File: config.mk
export PLATFORM = sky130hd
export DESIGN_NAME = entrada_fifo_flat
export DESIGN_NICKNAME = d
export VERILOG_FILES = /design/src/rtl/entrada_fifo_if.sv /design/src/rtl/entrada_fifo.sv /design/src/flat_wrapper.sv
export SDC_FILE = /design/constraint.sdc
export NUM_CORES = 1
export LEC_CHECK = 0
export ABC_AREA = 1
export ABC_CLOCK_PERIOD_IN_PS = 2500
export BUFFER_PORTS_ARGS = -buffer_cell sky130_fd_sc_hd__buf_2
export CORE_ASPECT_RATIO = 1.4
export CORE_MARGIN = 2
export CORE_UTILIZATION = 48
export DETAILED_ROUTE_END_ITERATION = 6
export PLACE_DENSITY = 0.77
export SLEW_MARGIN = 20
export SYNTH_ARGS = -nofsm -noshare
export SYNTH_HDL_FRONTEND = slang
export SYNTH_SLANG_ARGS = --single-unit
File: constraint.sdc
create_clock -name Clock -period 2.5 [get_ports Clock]
set_input_delay 0.5 -clock Clock [delete_from_list [all_inputs] [get_ports Clock]]
set_output_delay 0.5 -clock Clock [all_outputs]
set_load 0.01 [all_outputs]
File: src/rtl/entrada_fifo_if.sv
// Keyboard/CPU read bus between the PS/2 decoder, the CPU input path and the keycode FIFO.
// The master drives keycodes and read selects; the slave returns the keycode and status flags.
interface entrada_fifo_if;
    logic [7:0] KeyData;
    logic       KeyValid;
    logic [1:0] In;
    logic [7:0] resultadoKeyBoard;
    logic       KeyEmpty;
    logic       KeyOverflow;

    modport master (
        output KeyData, KeyValid, In,
        input  resultadoKeyBoard, KeyEmpty, KeyOverflow
    );

    modport slave (
        input  KeyData, KeyValid, In,
        output resultadoKeyBoard, KeyEmpty, KeyOverflow
    );
endinterface

File: src/rtl/entrada_fifo.sv
// Processor input unit: switch capture, debounced push-button, run/step/halt CPU clock
// generator and a PS/2 keycode FIFO so no keypress is lost between CPU reads.
module entrada_fifo #(
    parameter int SW_WIDTH   = 14,
    parameter int DEB_BITS   = 6,
    parameter int DIV_RUN    = 1562500,
    parameter int STEP_HIGH  = 1000,
    parameter int FIFO_DEPTH = 8,
    parameter int PTR_BITS   = 3
) (
    input  logic                Clock,
    input  logic                Reset,
    input  logic                Botao,
    input  logic [SW_WIDTH-1:0] Sw,
    input  logic [1:0]          Mode,
    entrada_fifo_if.slave       key_bus,
    output logic [SW_WIDTH-1:0] resultadoEntrada,
    output logic                saidaBotao,
    output logic                saidaClock
);

    localparam int DIV_W  = (DIV_RUN > 0) ? $clog2(DIV_RUN + 1) : 1;
    localparam int STEP_W = (STEP_HIGH > 1) ? $clog2(STEP_HIGH) : 1;
    localparam logic [DIV_W-1:0]  DIV_TC      = DIV_W'(DIV_RUN);
    localparam logic [STEP_W-1:0] STEP_LOAD   = STEP_W'(STEP_HIGH - 1);
    localparam logic [PTR_BITS:0] CNT_FULL    = (PTR_BITS + 1)'(FIFO_DEPTH);
    localparam logic [1:0]        IN_KEY_READ = 2'b10;

    typedef enum logic [1:0] {
        CLK_RUN  = 2'b00,
        CLK_STEP = 2'b01,
        CLK_HALT = 2'b10
    } clk_state_e;

    // Debouncer and press-event detector
    logic [DEB_BITS-1:0] deb_cnt_q, deb_cnt_d;
    logic                btn_q, btn_d;
    logic                press;

    always_comb begin
        // NOTE: every always_comb target gets a default first, so no path leaves it unassigned and infers a latch.
        deb_cnt_d = deb_cnt_q;
        if (Botao) begin
            deb_cnt_d = '0;
        end else if (!deb_cnt_q[DEB_BITS-1]) begin
            deb_cnt_d = deb_cnt_q + DEB_BITS'(1);
        end
        btn_d = deb_cnt_q[DEB_BITS-1];
        press = deb_cnt_q[DEB_BITS-1] & ~btn_q;
    end

    // Switch capture: the MSB switch enables the load and reads back as zero
    logic [SW_WIDTH-1:0] sw_q, sw_d;

    always_comb begin
        sw_d = sw_q;
        if (Sw[SW_WIDTH-1]) begin
            sw_d = {1'b0, Sw[SW_WIDTH-2:0]};
        end
    end

    // CPU clock generator
    clk_state_e          state_q, state_d, mode_state;
    logic [DIV_W-1:0]    div_q, div_d;
    logic [STEP_W-1:0]   step_q, step_d;
    logic                sclk_q, sclk_d;

    always_comb begin
        case (Mode)
            2'b00:   mode_state = CLK_RUN;
            2'b01:   mode_state = CLK_STEP;
            default: mode_state = CLK_HALT;
        endcase

        state_d = mode_state;
        div_d   = div_q;
        step_d  = step_q;
        sclk_d  = sclk_q;

        if (mode_state != state_q) begin
            // A mode change restarts both timers; a press landing on this cycle is dropped.
            div_d  = '0;
            step_d = '0;
            if (mode_state == CLK_STEP) begin
                sclk_d = 1'b0;
            end
        end else begin
            case (state_q)
                CLK_RUN: begin
                    if (div_q == DIV_TC) begin
                        div_d  = '0;
                        sclk_d = ~sclk_q;
                    end else begin
                        div_d = div_q + DIV_W'(1);
                    end
                end
                CLK_STEP: begin
                    if (sclk_q) begin
                        if (step_q == '0) begin
                            sclk_d = 1'b0;
                        end else begin
                            step_d = step_q - STEP_W'(1);
                        end
                    end else if (press) begin
                        sclk_d = 1'b1;
                        step_d = STEP_LOAD;
                    end
                end
                default: begin
                end
            endcase
        end
    end

    // Keycode FIFO
    logic [7:0]          mem_q [FIFO_DEPTH];
    logic [PTR_BITS-1:0] wr_ptr_q, wr_ptr_d;
    logic [PTR_BITS-1:0] rd_ptr_q, rd_ptr_d;
    logic [PTR_BITS:0]   cnt_q, cnt_d;
    logic                rd_sel_q, rd_sel_d;
    logic [7:0]          kb_q, kb_d;
    logic                ovf_q, ovf_d;
    logic                rd_sel_now, rd_strobe, push_req;
    logic                fifo_empty, fifo_full, do_push, do_pop;

    always_comb begin
        fifo_empty = (cnt_q == '0);
        fifo_full  = (cnt_q == CNT_FULL);
        rd_sel_now = (key_bus.In == IN_KEY_READ);
        rd_strobe  = rd_sel_now && !rd_sel_q;
        push_req   = key_bus.KeyValid && (key_bus.KeyData != 8'h00);
        do_pop     = rd_strobe && !fifo_empty;
        // A full FIFO still accepts a push when the same cycle pops a slot free.
        do_push    = push_req && (!fifo_full || do_pop);

        wr_ptr_d = wr_ptr_q;
        rd_ptr_d = rd_ptr_q;
        cnt_d    = cnt_q;
        rd_sel_d = rd_sel_now;
        ovf_d    = ovf_q | (push_req && !do_push);

        if (do_push) begin
            wr_ptr_d = wr_ptr_q + PTR_BITS'(1);
        end
        if (do_pop) begin
            rd_ptr_d = rd_ptr_q + PTR_BITS'(1);
        end
        if (do_push && !do_pop) begin
            cnt_d = cnt_q + (PTR_BITS + 1)'(1);
        end else if (do_pop && !do_push) begin
            cnt_d = cnt_q - (PTR_BITS + 1)'(1);
        end

        if (rd_strobe) begin
            kb_d = fifo_empty ? 8'h00 : mem_q[rd_ptr_q];
        end else if (rd_sel_now) begin
            kb_d = kb_q;
        end else begin
            kb_d = 8'h00;
        end
    end

    // NOTE: sequential state uses non-blocking assignments so every flop samples pre-edge values, independent of statement order.
    always_ff @(posedge Clock) begin
        if (Reset) begin
            deb_cnt_q <= '0;
            btn_q     <= 1'b0;
            sw_q      <= '0;
            state_q   <= CLK_RUN;
            div_q     <= '0;
            step_q    <= '0;
            sclk_q    <= 1'b0;
            wr_ptr_q  <= '0;
            rd_ptr_q  <= '0;
            cnt_q     <= '0;
            rd_sel_q  <= 1'b0;
            kb_q      <= 8'h00;
            ovf_q     <= 1'b0;
        end else begin
            deb_cnt_q <= deb_cnt_d;
            btn_q     <= btn_d;
            sw_q      <= sw_d;
            state_q   <= state_d;
            div_q     <= div_d;
            step_q    <= step_d;
            sclk_q    <= sclk_d;
            wr_ptr_q  <= wr_ptr_d;
            rd_ptr_q  <= rd_ptr_d;
            cnt_q     <= cnt_d;
            rd_sel_q  <= rd_sel_d;
            kb_q      <= kb_d;
            ovf_q     <= ovf_d;
        end
    end

    // NOTE: the storage array is not reset; pointers and count define which entries are valid, and this keeps it RAM-mappable.
    always_ff @(posedge Clock) begin
        if (do_push) begin
            mem_q[wr_ptr_q] <= key_bus.KeyData;
        end
    end

    assign resultadoEntrada          = sw_q;
    assign saidaBotao                = deb_cnt_q[DEB_BITS-1];
    assign saidaClock                = sclk_q;
    assign key_bus.resultadoKeyBoard = kb_q;
    assign key_bus.KeyEmpty          = fifo_empty;
    assign key_bus.KeyOverflow       = ovf_q;

endmodule

File: src/flat_wrapper.sv
// flat-port wrapper written by rule: the top's interface ports become plain ports
module entrada_fifo_flat 
#(
    parameter int SW_WIDTH   = 14,
    parameter int DEB_BITS   = 6,
    parameter int DIV_RUN    = 1562500,
    parameter int STEP_HIGH  = 1000,
    parameter int FIFO_DEPTH = 8,
    parameter int PTR_BITS   = 3
)
  (Clock, Reset, Botao, Sw, Mode, resultadoEntrada, saidaBotao, saidaClock, key_bus_KeyData, key_bus_KeyValid, key_bus_In, key_bus_resultadoKeyBoard, key_bus_KeyEmpty, key_bus_KeyOverflow);
  entrada_fifo_if key_bus_i ();
  input  logic Clock;
  input  logic Reset;
  input  logic Botao;
  input  logic [SW_WIDTH-1:0] Sw;
  input  logic [1:0] Mode;
  output logic [SW_WIDTH-1:0] resultadoEntrada;
  output logic saidaBotao;
  output logic saidaClock;
  input wire logic [$bits(key_bus_i.KeyData)-1:0] key_bus_KeyData;
  input wire logic [$bits(key_bus_i.KeyValid)-1:0] key_bus_KeyValid;
  input wire logic [$bits(key_bus_i.In)-1:0] key_bus_In;
  output wire logic [$bits(key_bus_i.resultadoKeyBoard)-1:0] key_bus_resultadoKeyBoard;
  output wire logic [$bits(key_bus_i.KeyEmpty)-1:0] key_bus_KeyEmpty;
  output wire logic [$bits(key_bus_i.KeyOverflow)-1:0] key_bus_KeyOverflow;
  assign key_bus_i.KeyData = key_bus_KeyData;
  assign key_bus_i.KeyValid = key_bus_KeyValid;
  assign key_bus_i.In = key_bus_In;
  assign key_bus_resultadoKeyBoard = key_bus_i.resultadoKeyBoard;
  assign key_bus_KeyEmpty = key_bus_i.KeyEmpty;
  assign key_bus_KeyOverflow = key_bus_i.KeyOverflow;
  entrada_fifo #(.SW_WIDTH(SW_WIDTH), .DEB_BITS(DEB_BITS), .DIV_RUN(DIV_RUN), .STEP_HIGH(STEP_HIGH), .FIFO_DEPTH(FIFO_DEPTH), .PTR_BITS(PTR_BITS)) u_core (.Clock(Clock), .Reset(Reset), .Botao(Botao), .Sw(Sw), .Mode(Mode), .key_bus(key_bus_i), .resultadoEntrada(resultadoEntrada), .saidaBotao(saidaBotao), .saidaClock(saidaClock));
endmodule
==> run_results.csv <==
group,metric,value,unit
critical_path,crit_slowest_cell,"sky130_fd_sc_hd__dfxtp_1",
critical_path,crit_end_category,"register",
yosys,synth.yosys.seq_area_share,0.555,
clock_tree,cts.sink_count,141,
floorplan,core_area,12800,µm²
power_and_ir_drop,report.power.total,5850,µW
critical_path,timing.critical_path.cells,"inv_1 > nand3_1 > nor3_2 > inv_1 > nand3_2 > inv_1 > ha_1 > inv_2 > ha_1 > a21oi_1 > nand2_1 > a21oi_1 > o21ai_1 > nand2_1 > nand2_1 > nor2_1",
floorplan,die_x,100,µm
yosys,syn_avg_cell_area,8.98,µm²
global_routing,grt_pass1_wl,22000,µm
drt,detail-route-antenna-nets,0,
cells_and_area,syn_to_final_growth,18.0,%
yosys,syn_inst,695,
yosys,mappedNetlistNets,736,
flow_run,timing.max_cap.violations,0,
power_and_ir_drop,cellPowerDensity,794,nW/µm²
global_routing,grt_max_degree,33,
global_routing,globalRoute.totalOverflow,0,
floorplan,fp-row-count,49,
critical_path,worstPathArrival,2630,ps
place,input_output_buffers,54,
cells_and_area,antenna_cells,0,
clock_tree,tritoncts_clock_tree,"yes",
critical_path,required,2850,ps
power_and_ir_drop,p_leak,0.00289,µW
clock_tree,total_of_hold_buffers_inserted_after_clock_tree_synthesis,0,
cells_and_area,layout-drive-gt1-share,0.195,
timing,timing_worst_slew_pin_value,841,ps
critical_path,setup.worst_path.class,"reg -> reg",
floorplan,io-pin-count,56,
status,status,"finished, final reports clean",
yosys,netlist_area,6240,µm²
yosys,yosys.cell_types.count,42,
timing,finalSetupViolCount,0,
clock_tree,root_buffer,"sky130_fd_sc_hd__clkbuf_16",
place,numPlacedInstances,902,
drt,final_routed_wirelength_across_all_metal_layers,13000,µm
timing,final_min_period_over_clock_period,0.913,
critical_path,critical_path.top_delay_family,"simple AND/OR/NAND/NOR gates",
timing,achievable-frequency,438,MHz
place,dp.final_hpwl,8820,µm
cells_and_area,fillCellCount,1137,
critical_path,critical_path.max_fanout,5,
timing,timing.final.max_slew_violations,0,
place,gp_congestion,0.893,
clock_tree,cts_buffers,17,
critical_path,cp_slowest_stage_delay,340,ps
drt,drt_pre_antenna_iters,6,
floorplan,die_height,139,µm
timing,final_period_minus_worst_setup_slack,2280,ps
drt,drt_first_iter_violations,255,
power_and_ir_drop,max-vdd-ir-drop,400,µV
clock_tree,clk_transition_reported_paths,70,ps
clock_tree,clock_insertion_delay_worst_skew,420,ps
drt,num_vias,4847,
clock_tree,cts.path.max_buffers,2,
critical_path,timing.critical_path.buf_inv,4,
drt,wl_per_cell,14.0,µm
drt,detail_route.vias_per_cell,5.19,
cells_and_area,layout.cells.non_filler,934,
global_routing,via_count_of_the_first_global_routing_pass,4722,
drt,drc_errors_left,0,
global_routing,gr-usage-all-layers,0.200,
timing,rsz0062_at_grt,"false",
floorplan,start_util,0.489,
floorplan,die_area,13900,µm²
timing,hold_viol,0,
hold_path,hold_path_class,"in -> reg",
critical_path,start_kind,"register",
yosys,ys_seq_elements,141,
clock_tree,cts-htree-levels,4,
global_routing,grt_antenna_before_repair,0,
yosys,synth-warning-count,0,
cells_and_area,finish.net_count,809,
timing,max_slew_margin,0.438,
timing,finClkSkew,9.86,ps
power by group:
part / internal [µW] / switching [µW]
Clock: 1430 / 1070
Combinational: 273 / 483
Sequential: 2530 / 60.9
Total: 4230 / 1620
cell usage in the layout (no fill, tap or decap), types with 3 or more instances in the layout:
| cell type | instances |
|---|---|
| sky130_fd_sc_hd__inv_6 | 8 |
| sky130_fd_sc_hd__inv_2 | 10 |
| sky130_fd_sc_hd__buf_2 | 54 |
| sky130_fd_sc_hd__inv_8 | 4 |
| sky130_fd_sc_hd__o21ai_0 | 56 |
| sky130_fd_sc_hd__dfxtp_1 | 77 |
| sky130_fd_sc_hd__xnor2_1 | 4 |
| sky130_fd_sc_hd__o211ai_1 | 16 |
| sky130_fd_sc_hd__inv_1 | 45 |
| sky130_fd_sc_hd__nor3_2 | 8 |
| sky130_fd_sc_hd__nand2_1 | 98 |
| sky130_fd_sc_hd__nor2_2 | 10 |
| sky130_fd_sc_hd__xor2_1 | 17 |
| sky130_fd_sc_hd__nand3_1 | 39 |
| sky130_fd_sc_hd__buf_4 | 23 |
| sky130_fd_sc_hd__clkbuf_16 | 17 |
| sky130_fd_sc_hd__nor2_1 | 133 |
| sky130_fd_sc_hd__o21ai_1 | 3 |
| sky130_fd_sc_hd__edfxtp_1 | 64 |
| sky130_fd_sc_hd__a31oi_1 | 3 |
| sky130_fd_sc_hd__ha_1 | 10 |
| sky130_fd_sc_hd__nor3_1 | 16 |
| sky130_fd_sc_hd__nand4_1 | 6 |
| sky130_fd_sc_hd__a21oi_1 | 29 |
| sky130_fd_sc_hd__nor2_4 | 4 |
final timing paths:
kind | from | end | slack (ps) | cells past startpoint
hold reg to reg | u_core.key_bus.resultadoKeyBoard[2] | u_core.key_bus.resultadoKeyBoard[2] | 460 | 2
setup / recovery | u_core.cnt_q[1] | u_core.cnt_q[3] | 220 | 16
hold / removal | Sw[2] | u_core.resultadoEntrada[2] | 300 | 3
setup reg to reg | u_core.cnt_q[1] | u_core.cnt_q[3] | 220 | 16
worst reg2reg max path, stage by stage (launching register included):
cell,delay (ps)
sky130_fd_sc_hd__dfxtp_1,340
sky130_fd_sc_hd__inv_1,90
sky130_fd_sc_hd__nand3_1,150
sky130_fd_sc_hd__nor3_2,250
sky130_fd_sc_hd__inv_1,90
sky130_fd_sc_hd__nand3_2,90
sky130_fd_sc_hd__inv_1,60
sky130_fd_sc_hd__ha_1,200
sky130_fd_sc_hd__inv_2,90
sky130_fd_sc_hd__ha_1,260
sky130_fd_sc_hd__a21oi_1,150
sky130_fd_sc_hd__nand2_1,70
sky130_fd_sc_hd__a21oi_1,120
sky130_fd_sc_hd__o21ai_1,90
sky130_fd_sc_hd__nand2_1,60
sky130_fd_sc_hd__nand2_1,40
sky130_fd_sc_hd__nor2_1,80
stage by stage:
stage	setup TNS, ps	setup WS (ps)	hold WS, ps	cell area [µm²]	util
after detailed placement	-80.9	-80.9	457	6770	0.531
after floorplan	0	160	444	6240	-
after CTS	0	112	286	7360	0.577
after global placement	-64.9	-64.9	450	6770	0.531
final	0	218	304	7370	0.578
after global routing	0	15.9	296	7370	0.578
sequential cells by signal, summed over array words and instances, names as in the netlist, named ones only:
name	cells
u_core.rd_sel_q	1
u_core.btn_q	1
u_core.wr_ptr_q	3
u_core.state_q	2
u_core.div_q	21
u_core.key_bus.KeyOverflow	1
u_core.step_q	10
u_core.mem_q	64
u_core.cnt_q	4
u_core.saidaClock	1
u_core.deb_cnt_q	6
u_core.key_bus.resultadoKeyBoard	8
u_core.rd_ptr_q	3
u_core.resultadoEntrada	13
cell usage after synthesis (all sizes together):
| master | instances | area share |
|---|---|---|
| a21o | 1 | 0.0012 |
| a21oi | 30 | 0.025 |
| a31oi | 3 | 0.0030 |
| and3 | 2 | 0.0020 |
| buf | 10 | 0.0090 |
| clkbuf | 13 | 0.0078 |
| clkinv | 1 | 0.0014 |
| conb | 1 | 0.00060 |
| dfxtp | 77 | 0.25 |
| edfxtp | 64 | 0.31 |
| fa | 1 | 0.0032 |
| ha | 10 | 0.020 |
| inv | 55 | 0.033 |
| nand2 | 100 | 0.062 |
| nand3 | 41 | 0.034 |
| nand3b | 1 | 0.0012 |
| nand4 | 6 | 0.0060 |
| nor2 | 147 | 0.097 |
| nor3 | 26 | 0.030 |
| nor3b | 2 | 0.0024 |
| nor4 | 2 | 0.0020 |
| o211ai | 16 | 0.019 |
| o21ai | 59 | 0.047 |
| or2 | 5 | 0.0050 |
| xnor2 | 4 | 0.0056 |
| xor2 | 18 | 0.026 |
layer usage:
metal,share of wire,vias to the layer above,global-route usage
met5,0,-,0
met4,0.022,0,0.0916
met3,0.039,22,0.0449
met2,0.53,109,0.348
met1,0.41,2241,0.231
li1,-,2475,-
timing repair:
item	in CTS	in global routing
setup endpoints to repair	0	1
setup buffers	0	0
gates resized for setup	0	3
layout make-up:
type | instances | area [µm²] | share of cell area
flip-flops and latches | 141 | 3460 | 0.470
multi-input cells | 475 | 2460 | 0.334
repair buffers | 77 | 443 | 0.0601
clock buffers | 17 | 425 | 0.0578
inverters | 56 | 215 | 0.0292
well taps | 153 | 191 | 0.0260
clock inverters | 15 | 166 | 0.0226
kinds of logic after synthesis:
| family | Yosys count | share of synthesized area |
|---|---|---|
| XOR/XNOR | 22 | 0.0321 |
| AND/OR/NAND/NOR | 332 | 0.242 |
| buffers and inverters | 79 | 0.0513 |
| other | 1 | 0.000601 |
| adder cells (fa/ha/maj) | 11 | 0.0233 |
| AO/OA/AOI/OAI | 109 | 0.0954 |
| flip-flops | 141 | 0.555 |
(Power assumes the default switching activity.)
